===== src/rtl/arb_defs.sv =====
// Shared definitions for the memory port arbiter: FSM encodings,
// requester identifiers and the data pattern returned on an aborted read.
package arb_defs;

    typedef enum logic [1:0] {
        ST_IDLE = 2'd0,
        ST_REQ  = 2'd1,
        ST_WAIT = 2'd2,
        ST_ACK  = 2'd3
    } arb_state_t;

    localparam logic        OWNER_I  = 1'b0;
    localparam logic        OWNER_D  = 1'b1;
    localparam logic [31:0] BAD_DATA = 32'hDEADBEEF;
    localparam logic [3:0]  BE_ALL   = 4'hF;

    // Reads always present all byte lanes to the memory.
    function automatic logic [3:0] mem_be_for(input logic we, input logic [3:0] be);
        return we ? be : BE_ALL;
    endfunction

endpackage


===== src/rtl/arb_timeout_cnt.sv =====
// Loadable down-counter with a terminal-count flag; bounds the read wait
// of the arbiter when ARB_TIMEOUT_EN is defined.
module arb_timeout_cnt #(
    parameter int CNT_W = 8
) (
    input  logic             clk,
    input  logic             reset,
    input  logic             i_load,
    input  logic [CNT_W-1:0] i_load_val,
    input  logic             i_en,
    output logic             o_tc
);

    logic [CNT_W-1:0] r_cnt;

    // Load on entry to the wait, then count down to zero and stop.
    always_ff @(posedge clk) begin
        if (reset) begin
            r_cnt <= '0;
        end else if (i_load) begin
            r_cnt <= i_load_val;
        end else if (i_en && (r_cnt != '0)) begin
            r_cnt <= r_cnt - 1'b1;
        end
    end

    assign o_tc = i_en && (r_cnt == '0);

endmodule


===== src/rtl/mem_port_arbiter.sv =====
// Arbitrates one single-port memory between the instruction-fetch port and
// the data load/store port. One transaction at a time, all outputs registered.
// Optional macro ARB_TIMEOUT_EN: aborts a read wait after TIMEOUT cycles,
// returns BAD_DATA to the owner and sets the sticky err flag.
module mem_port_arbiter
    import arb_defs::*;
#(
    parameter int ADDR_W       = 32,
    parameter int DATA_W       = 32,
    parameter int MAX_D_STREAK = 4,
    parameter int TIMEOUT      = 64
) (
    input  logic              clk,
    input  logic              reset,
    input  logic              i_req,
    input  logic [ADDR_W-1:0] i_addr,
    output logic              i_ack,
    output logic [DATA_W-1:0] i_rdata,
    input  logic              d_req,
    input  logic              d_we,
    input  logic [3:0]        d_be,
    input  logic [ADDR_W-1:0] d_addr,
    input  logic [DATA_W-1:0] d_wdata,
    output logic              d_ack,
    output logic [DATA_W-1:0] d_rdata,
    output logic              mem_req,
    output logic              mem_we,
    output logic [3:0]        mem_be,
    output logic [ADDR_W-1:0] mem_addr,
    output logic [DATA_W-1:0] mem_wdata,
    input  logic              mem_ready,
    input  logic              mem_rvalid,
    input  logic [DATA_W-1:0] mem_rdata,
    output logic              err
);

    localparam int                  STREAK_W   = $clog2(MAX_D_STREAK + 1);
    localparam logic [STREAK_W-1:0] STREAK_MAX = STREAK_W'(MAX_D_STREAK);

    arb_state_t          r_state,     w_state_nxt;
    logic                r_owner,     w_owner_nxt;
    logic [STREAK_W-1:0] r_streak,    w_streak_nxt;
    logic                r_i_ack,     w_i_ack_nxt;
    logic                r_d_ack,     w_d_ack_nxt;
    logic [DATA_W-1:0]   r_i_rdata,   w_i_rdata_nxt;
    logic [DATA_W-1:0]   r_d_rdata,   w_d_rdata_nxt;
    logic                r_mem_req,   w_mem_req_nxt;
    logic                r_mem_we,    w_mem_we_nxt;
    logic [3:0]          r_mem_be,    w_mem_be_nxt;
    logic [ADDR_W-1:0]   r_mem_addr,  w_mem_addr_nxt;
    logic [DATA_W-1:0]   r_mem_wdata, w_mem_wdata_nxt;

    logic                w_finish;
    logic                w_capture;
    logic [DATA_W-1:0]   w_cap_data;
    logic                w_tmo_load;
    logic                w_tmo_tc;

`ifdef ARB_TIMEOUT_EN
    localparam int TMO_W = $clog2(TIMEOUT + 1);

    logic r_err, w_err_nxt;

    arb_timeout_cnt #(
        .CNT_W (TMO_W)
    ) u_timeout_cnt (
        .clk        (clk),
        .reset      (reset),
        .i_load     (w_tmo_load),
        .i_load_val (TMO_W'(TIMEOUT - 1)),
        .i_en       (r_state == ST_WAIT),
        .o_tc       (w_tmo_tc)
    );

    assign err = r_err;
`else
    logic w_unused_timeout;

    assign w_unused_timeout = (TIMEOUT > 0) | w_tmo_load;
    assign w_tmo_tc         = 1'b0;
    assign err              = 1'b0;
`endif

    // State and every output register; reset abandons any transaction in flight.
    always_ff @(posedge clk) begin
        if (reset) begin
            r_state     <= ST_IDLE;
            r_owner     <= OWNER_I;
            r_streak    <= '0;
            r_i_ack     <= 1'b0;
            r_d_ack     <= 1'b0;
            r_i_rdata   <= '0;
            r_d_rdata   <= '0;
            r_mem_req   <= 1'b0;
            r_mem_we    <= 1'b0;
            r_mem_be    <= '0;
            r_mem_addr  <= '0;
            r_mem_wdata <= '0;
`ifdef ARB_TIMEOUT_EN
            r_err       <= 1'b0;
`endif
        end else begin
            r_state     <= w_state_nxt;
            r_owner     <= w_owner_nxt;
            r_streak    <= w_streak_nxt;
            r_i_ack     <= w_i_ack_nxt;
            r_d_ack     <= w_d_ack_nxt;
            r_i_rdata   <= w_i_rdata_nxt;
            r_d_rdata   <= w_d_rdata_nxt;
            r_mem_req   <= w_mem_req_nxt;
            r_mem_we    <= w_mem_we_nxt;
            r_mem_be    <= w_mem_be_nxt;
            r_mem_addr  <= w_mem_addr_nxt;
            r_mem_wdata <= w_mem_wdata_nxt;
`ifdef ARB_TIMEOUT_EN
            r_err       <= w_err_nxt;
`endif
        end
    end

    // Next-state and next-output logic; acks default low so they pulse once.
    always_comb begin
        w_state_nxt     = r_state;
        w_owner_nxt     = r_owner;
        w_streak_nxt    = r_streak;
        w_i_ack_nxt     = 1'b0;
        w_d_ack_nxt     = 1'b0;
        w_i_rdata_nxt   = r_i_rdata;
        w_d_rdata_nxt   = r_d_rdata;
        w_mem_req_nxt   = r_mem_req;
        w_mem_we_nxt    = r_mem_we;
        w_mem_be_nxt    = r_mem_be;
        w_mem_addr_nxt  = r_mem_addr;
        w_mem_wdata_nxt = r_mem_wdata;
        w_finish        = 1'b0;
        w_capture       = 1'b0;
        w_cap_data      = mem_rdata;
        w_tmo_load      = 1'b0;
`ifdef ARB_TIMEOUT_EN
        w_err_nxt       = r_err;
`endif

        case (r_state)
            ST_IDLE: begin
                if (d_req && (!i_req || (r_streak < STREAK_MAX))) begin
                    w_owner_nxt     = OWNER_D;
                    w_mem_req_nxt   = 1'b1;
                    w_mem_we_nxt    = d_we;
                    w_mem_be_nxt    = mem_be_for(d_we, d_be);
                    w_mem_addr_nxt  = d_addr;
                    w_mem_wdata_nxt = d_wdata;
                    w_state_nxt     = ST_REQ;
                    if (i_req && (r_streak != STREAK_MAX)) begin
                        w_streak_nxt = r_streak + 1'b1;
                    end
                end else if (i_req) begin
                    w_owner_nxt     = OWNER_I;
                    w_mem_req_nxt   = 1'b1;
                    w_mem_we_nxt    = 1'b0;
                    w_mem_be_nxt    = BE_ALL;
                    w_mem_addr_nxt  = i_addr;
                    w_mem_wdata_nxt = '0;
                    w_streak_nxt    = '0;
                    w_state_nxt     = ST_REQ;
                end
            end
            ST_REQ: begin
                if (mem_ready) begin
                    w_mem_req_nxt = 1'b0;
                    if (r_mem_we) begin
                        w_finish = 1'b1;
                    end else begin
                        w_tmo_load  = 1'b1;
                        w_state_nxt = ST_WAIT;
                    end
                end
            end
            ST_WAIT: begin
                if (mem_rvalid) begin
                    w_finish  = 1'b1;
                    w_capture = 1'b1;
                end else if (w_tmo_tc) begin
                    w_finish   = 1'b1;
                    w_capture  = 1'b1;
                    w_cap_data = DATA_W'(BAD_DATA);
`ifdef ARB_TIMEOUT_EN
                    w_err_nxt  = 1'b1;
`endif
                end
            end
            ST_ACK: begin
                w_state_nxt = ST_IDLE;
            end
            default: begin
                w_state_nxt = ST_IDLE;
            end
        endcase

        if (w_finish) begin
            w_state_nxt = ST_ACK;
            if (r_owner == OWNER_D) begin
                w_d_ack_nxt = 1'b1;
            end else begin
                w_i_ack_nxt = 1'b1;
            end
        end

        if (w_capture) begin
            if (r_owner == OWNER_D) begin
                w_d_rdata_nxt = w_cap_data;
            end else begin
                w_i_rdata_nxt = w_cap_data;
            end
        end
    end

    assign i_ack     = r_i_ack;
    assign d_ack     = r_d_ack;
    assign i_rdata   = r_i_rdata;
    assign d_rdata   = r_d_rdata;
    assign mem_req   = r_mem_req;
    assign mem_we    = r_mem_we;
    assign mem_be    = r_mem_be;
    assign mem_addr  = r_mem_addr;
    assign mem_wdata = r_mem_wdata;

endmodule


===== config.mk =====
export PLATFORM = sky130hd
export DESIGN_NAME = mem_port_arbiter
export DESIGN_NICKNAME = d
export VERILOG_FILES = /design/src/rtl/arb_defs.sv /design/src/rtl/arb_timeout_cnt.sv /design/src/rtl/mem_port_arbiter.sv
export SDC_FILE = /design/constraint.sdc
export NUM_CORES = 1
export LEC_CHECK = 0
export BUFFER_PORTS_ARGS = -buffer_cell sky130_fd_sc_hd__buf_2
export CELL_PAD_IN_SITES_DETAIL_PLACEMENT = 1
export CELL_PAD_IN_SITES_GLOBAL_PLACEMENT = 1
export CORE_MARGIN = 2
export CORE_UTILIZATION = 32
export DETAILED_ROUTE_END_ITERATION = 12
export PLACE_DENSITY = 0.78
export SLEW_MARGIN = 20
export SYNTH_ARGS = -nofsm -noshare
export SYNTH_HDL_FRONTEND = slang
export SYNTH_SLANG_ARGS = --single-unit

===== constraint.sdc =====
create_clock -name clk -period 2.3 [get_ports clk]
set_clock_uncertainty 0.2 [all_clocks]
set_input_delay 0.345 -clock clk [delete_from_list [all_inputs] [get_ports clk]]
set_output_delay 0.345 -clock clk [all_outputs]
set_load 0.05 [all_outputs]

==> results of run 1 <==
==> flip-flops by register name (all words and copies together) (netlist names) <==
register,cells
r_owner,1
d_rdata,32
mem_be,4
mem_wdata,32
mem_req,1
r_streak,3
mem_addr,32
mem_we,1
r_state,2
i_ack,1
i_rdata,32
d_ack,1
==> Yosys cell counts (all sizes together) (4+ instances only) <==
library cell / number
clkbuf: 36
a21oi: 70
o21ai: 4
dfxtp: 142
buf: 15
mux2i: 32
ha: 6
a211oi: 32
a22oi: 32
nor2: 76
nand2: 138
inv: 4
o21a: 5
==> path summary, 6_finish.rpt <==
| kind | slack [ns] | endpoint | cells past startpoint |
|---|---|---|---|
| hold / removal | 0.07 | mem_addr[6] | 3 |
| hold reg to reg | 0.25 | d_rdata[17] | 2 |
| setup / recovery | 0.30 | i_rdata[8] | 6 |
| setup reg to reg | 0.30 | i_rdata[8] | 6 |
==> layer usage <==
layer  vias to the layer above  share of wire  GRT usage  wire (um)
met5                         -              0          0          0
met2                       173           0.51      0.381       9460
li1                       2721              -          -          -
met3                        25          0.060     0.0601       1110
met4                         0          0.018     0.0697        344
met1                      2577           0.42      0.235       7760
==> cell type report <==
class	instances	share of cell area
clock inverters	10	0.0134
well taps	220	0.0336
repair buffers	356	0.270
multi-input cells	416	0.274
clock buffers	22	0.0603
inverters	4	0.00183
flip-flops and latches	142	0.347
==> per-stage QoR <==
step | std cells | cell area, sq um
after detailed placement | 1070 | 6910
final | 1170 | 8190
after global routing | 1170 | 8190
after global placement | 1070 | 6910
after CTS | 1170 | 8190
after floorplan | 613 | 5350
==> where the power goes <==
part           switching [mW]  internal (mW)
Combinational            2.05          0.808
Clock                    1.04           1.74
Sequential              0.182           2.80
==> cell families after synthesis <==
family	Yosys count	share of synthesized area
compound gates	146	0.170
other cells	1	0.000701
flops	142	0.532
buf+inv	55	0.0519
mux	33	0.0620
fa+ha+maj	6	0.0140
simple gates	230	0.170
==> worst max-delay path, stage by stage (launching register included) <==
cell and delay (ns):
dfxtp_1 0.40, inv_1 0.08, ha_1 0.23, nand2_1 0.12, or2_2 0.59, nand2_1 0.13
a21oi_1 0.17
==> timing repair <==
| action | CTS | global route |
|---|---|---|
| setup buffers | 0 | 0 |
| hold buffers | 68 | 0 |
| setup endpoints to repair | 0 | 0 |
| endpoints found under the hold margin | 100 | 0 |
==> results.cfg, run 1 <==
[placement]
buffer_ports.inserted = 274
dpl.hpwl_mm = 12.3
dp_slack_ns = 0.298
gp_congestion = 0.772

[finish]
most-common-layout-cells = buf_2, dfxtp_1, nand2_1
footprint_of_the_multi_input_gates_sq_um = 2250
area.sequential_sq_um = 2840
layout.nets = 1082
area_growth_pct = 53.2
final_common_cell = buf_2
number_of_fill_cells_in_the_layout = 2007
share_of_post_route_cells_with_drive_strength_above_1 = 0.344
num_antenna_cells = 0
utilization = 0.498

[floorplan]
row_count = 47
die_h_um = 133
coreArea_sq_um = 16500
top_level_ports = 276
die_w_um = 133
start_util = 0.325
floorplan.die_area_sq_um = 17800

[outcome]
run_status = complete, no violations

[worst_setup_path]
cp.arrival_ns = 2.13
setup.worst_path.end_class = flip-flop
worst-endpoint-required_ns = 2.43
cp-startpoint = r_state[0]
cp_max_fo = 32
critical_path_class = flip-flop to flip-flop
cp-start-kind = flip-flop
rr_startpoint = r_state[0]

[global_route]
grt_start_max_net_pins = 68
globalRoute.totalOverflow = 0
antenna_found_initial = 0
first_global_vias = 5850
grt_first_pass_wirelength_mm = 29.7
grt_usage = 0.210

[yosys]
synth_area_leaders = dfxtp_1, nand2_1, a21oi_1
synth.lib_cells_used.distinct = 31
ys_ff_latch = 142
mappedNetlistNets = 758
ys_warn_count = 0
post_synth_inst_count = 613
sequential_cell_area_fraction_in_the_yosys_report = 0.532
syn_area_sq_um = 5350
synth-main-ff-cell = dfxtp_1
synth_edf_count = 0
postSynthAreaPerCell_sq_um = 8.72
synth_top_cell_area_share = 0.532
synthArstFlopShare = 0
dominant_cell_type_by_area_after_synthesis = dfxtp_1

[detailed_routing]
routed_wire_length_mm = 18.7
final_antenna_net_count = 0
dr_vias = 5496
route.detailed.vias_per_inst = 4.70
avgRoutedWirePerCell_um = 16.0
drc = 0
first_pass_drt_iterations = 4
detail_route.iter0.violations = 197

[clock_network]
clock-root-buffer = clkbuf_16
clock_tree.buffer_depth = 2
worst_skew_pair.late_latency_ns = 0.41
cts.reportedPaths.clkPinSlew_ns = 0.06
post_cts_resize_count = 0
clock_tree_from_tritoncts = built
cts-buffers-inserted = 17
number_of_clock_sinks_seen_by_cts = 142
clock_tree.htree_level_count = 4

[timing]
finalSetupViolations = 0
maximum_frequency_from_static_timing_analysis_ghz = 0.500
final_critical_path_setup_slack_ns = 0.302
rsz0062_at_grt = no
final.period_utilization = 0.869
timing_max_transition_violations_final = 0
period_minus_slack_ns = 2.00
timing_worst_slew_pin_value_ns = 0.709
hold_viol = 0
setup_total_neg_slack_ns = 0
worst_slew_margin_rel = 0.527
hold_ws_ns = 0.0725

[hold_path]
worstHoldPathType = input pin to flip-flop
hold_path_startpoint = i_addr[6]

[pwr]
power.ir.vdd_worst_mv = 0.686
total_leakage_power_nw = 3.80
overall_power_mw = 8.61
pwr_density_cell_nw_per_um2 = 1050

[job]
maxCapViolations = 0
Power figures use the tool's default switching activity.
==> run 2, diff against run 1 <==
Clock period 2.3 ns to 1.9 ns, I/O delays scaled along.
==> run 2 against run 1 <==
Against the previous run: maximum frequency rose by 14%; via count is 2.5% higher; clock power is 15% higher; final cell count up 0.85%; core utilization is 0.83 points higher; combinational power rose by 29%; critical path type unchanged.
==> results.cfg, run 2 (same netlist as run 1, synthesis figures left out) <==
[timing]
maximum_frequency_from_static_timing_analysis_ghz = 0.571
finalSetupViolations = 0
final_critical_path_setup_slack_ns = 0.149
period_minus_slack_ns = 1.75
timing_max_transition_violations_final = 0
hold_viol = 0
final.period_utilization = 0.922
rsz0062_at_grt = no
setup_total_neg_slack_ns = 0

[detailed_routing]
routedLengthMet1_mm = 8.08
routed_met3_length_mm = 1.15
first_pass_drt_iterations = 4
dr_vias = 5633
route.detailed.vias_per_inst = 4.77
wl_met2_mm = 9.49
routed_wire_length_mm = 19.3
drc = 0
avgRoutedWirePerCell_um = 16.4
detail_route.iter0.violations = 180
final_antenna_net_count = 0
dr.max_layer_used = met4

[finish]
share_of_post_route_cells_with_drive_strength_above_1 = 0.347
final_common_cell = buf_2
post-route-cell-area_sq_um = 8330
final-instance-count-excl-fill = 1180
area_growth_pct = 55.8
layout.nets = 1094
most-common-layout-cells = buf_2, dfxtp_1, nand2_1
number_of_fill_cells_in_the_layout = 1993

[global_route]
grt_usage = 0.220
globalRoute.totalOverflow = 0
first_global_vias = 6048
grt_first_pass_wirelength_mm = 31.0
grt_start_max_net_pins = 51
antenna_found_initial = 1

[worst_setup_path]
critical_path_class = flip-flop to flip-flop
critPathSlowestCell = dfxtp_2
timing.critical_path.cells = inv_1 -> ha_1 -> buf_4 -> and2_1 -> buf_4 -> a22oi_1 -> nor2_1
r2r_end = mem_wdata[15]
rr_startpoint = r_state[1]
worst_path_most_repeated_cell = buf_4
cp_max_fo = 11
setup.worst_path.end_class = flip-flop
reg2reg_slack_ns = 0.15
cp.arrival_ns = 1.85
timing.reg2reg.worst_path_depth = 7
cp_slowest_stage_delay_ns = 0.36
worst-endpoint-required_ns = 2.00
cp-start-kind = flip-flop

[floorplan]
top_level_ports = 276
die_w_um = 133
start_util = 0.325
coreArea_sq_um = 16500
floorplan.die_area_sq_um = 17800
row_count = 47
die_h_um = 133

[outcome]
run_status = complete, no violations

[clock_network]
clock-root-buffer = clkbuf_16
clock_tree.htree_level_count = 4
number_of_clock_sinks_seen_by_cts = 142
cts-buffers-inserted = 17
worst_skew_pair.late_latency_ns = 0.42
cts.reportedPaths.clkPinSlew_ns = 0.06
cts.repair_timing.setup_buffer_count = 0
clock_tree_from_tritoncts = built
clock_tree.buffer_depth = 2

[hold_path]
min_to = mem_addr[10]
holdPathStages = 3
worstHoldPathType = input pin to flip-flop
hold_path_startpoint = i_addr[10]

[placement]
placedInstanceArea_sq_um = 7020
dp_slack_ns = 0.0593
placedCellCount = 1078
dpl.hpwl_mm = 12.5
gp_congestion = 0.733
buffer_ports.inserted = 274

[pwr]
power.ir.vdd_worst_mv = 0.657
pwr_density_cell_nw_per_um2 = 1260
total_leakage_power_nw = 3.85

[job]
maxCapViolations = 0
run 2: cell count changes in the layout (fill, tap and decap cells not counted), moves of 2 or more:
cell and change:
clkbuf_8 -3, buf_12 +4, clkinv_4 -2, buf_4 +3, clkbuf_1 +3, clkinv_2 -2
dlygate4sd3_1 +3
run 2: metal layers:
metal  track usage  up-vias
li1              -     2748
met1         0.247     2645
met2         0.385      198
met3        0.0605       42
met4         0.105        0
met5             0        -
run 2: what timing repair did:
action                                 CTS  global route
hold buffers                            71             0
endpoints found under the hold margin  102             0
setup endpoints to repair                0            33
resized for setup                        0             5
run 2: where the power goes:
part           switching [mW]  internal (mW)  leakage, nW
logic                    2.56           1.13         2.42
clock network            1.22           1.97        0.268
registers               0.212           3.39         1.16
total                    3.99           6.49         3.85
run 2: worst max-delay path, delay by kind of cell, from the launching register on:
kind                       cells  cell delay (ns)
adders and majority gates      1             0.19
AOI/OAI and AO/OA              1             0.20
buffers and inverters          3             0.44
and+or+nand+nor                2             0.27
DFF                            1             0.36
run 2: worst max-delay path by stage:
stage | from | endpoint | slack [ns]
2_1_floorplan | r_state[0] | r_state[0] | 0.14
3_3_place_gp | r_state[1] | i_rdata[9] | 0.16
3_5_place_dp | r_state[1] | mem_addr[26] | 0.06
4_1_cts | r_state[1] | mem_addr[26] | 0.05
5_1_grt | r_state[1] | mem_wdata[0] | 0.02
6_report | r_state[1] | mem_wdata[15] | 0.15
run 2: final cells by class:
| type | instances | area [sq um] | area share |
|---|---|---|---|
| sequential | 142 | 2840 | 0.341 |
| timing repair buffer | 368 | 2380 | 0.286 |
| multi-input combinational | 416 | 2260 | 0.271 |
| clock buffer | 22 | 464 | 0.0557 |
| tap | 220 | 275 | 0.0330 |
| clock inverter | 7 | 90.1 | 0.0108 |
| inverter | 4 | 15.0 | 0.00180 |
| antenna | 1 | 2.50 | 0.000300 |
run 2: metrics by stage:
stage	total power, mW	hold WS, ns	util
2_1_floorplan	6.15	0.209	-
3_3_place_gp	7.06	0.240	0.426
3_5_place_dp	7.12	0.244	0.426
4_1_cts	10.4	0.000410	0.503
5_1_grt	11.0	0.0118	0.506
6_report	10.5	0.0151	0.506
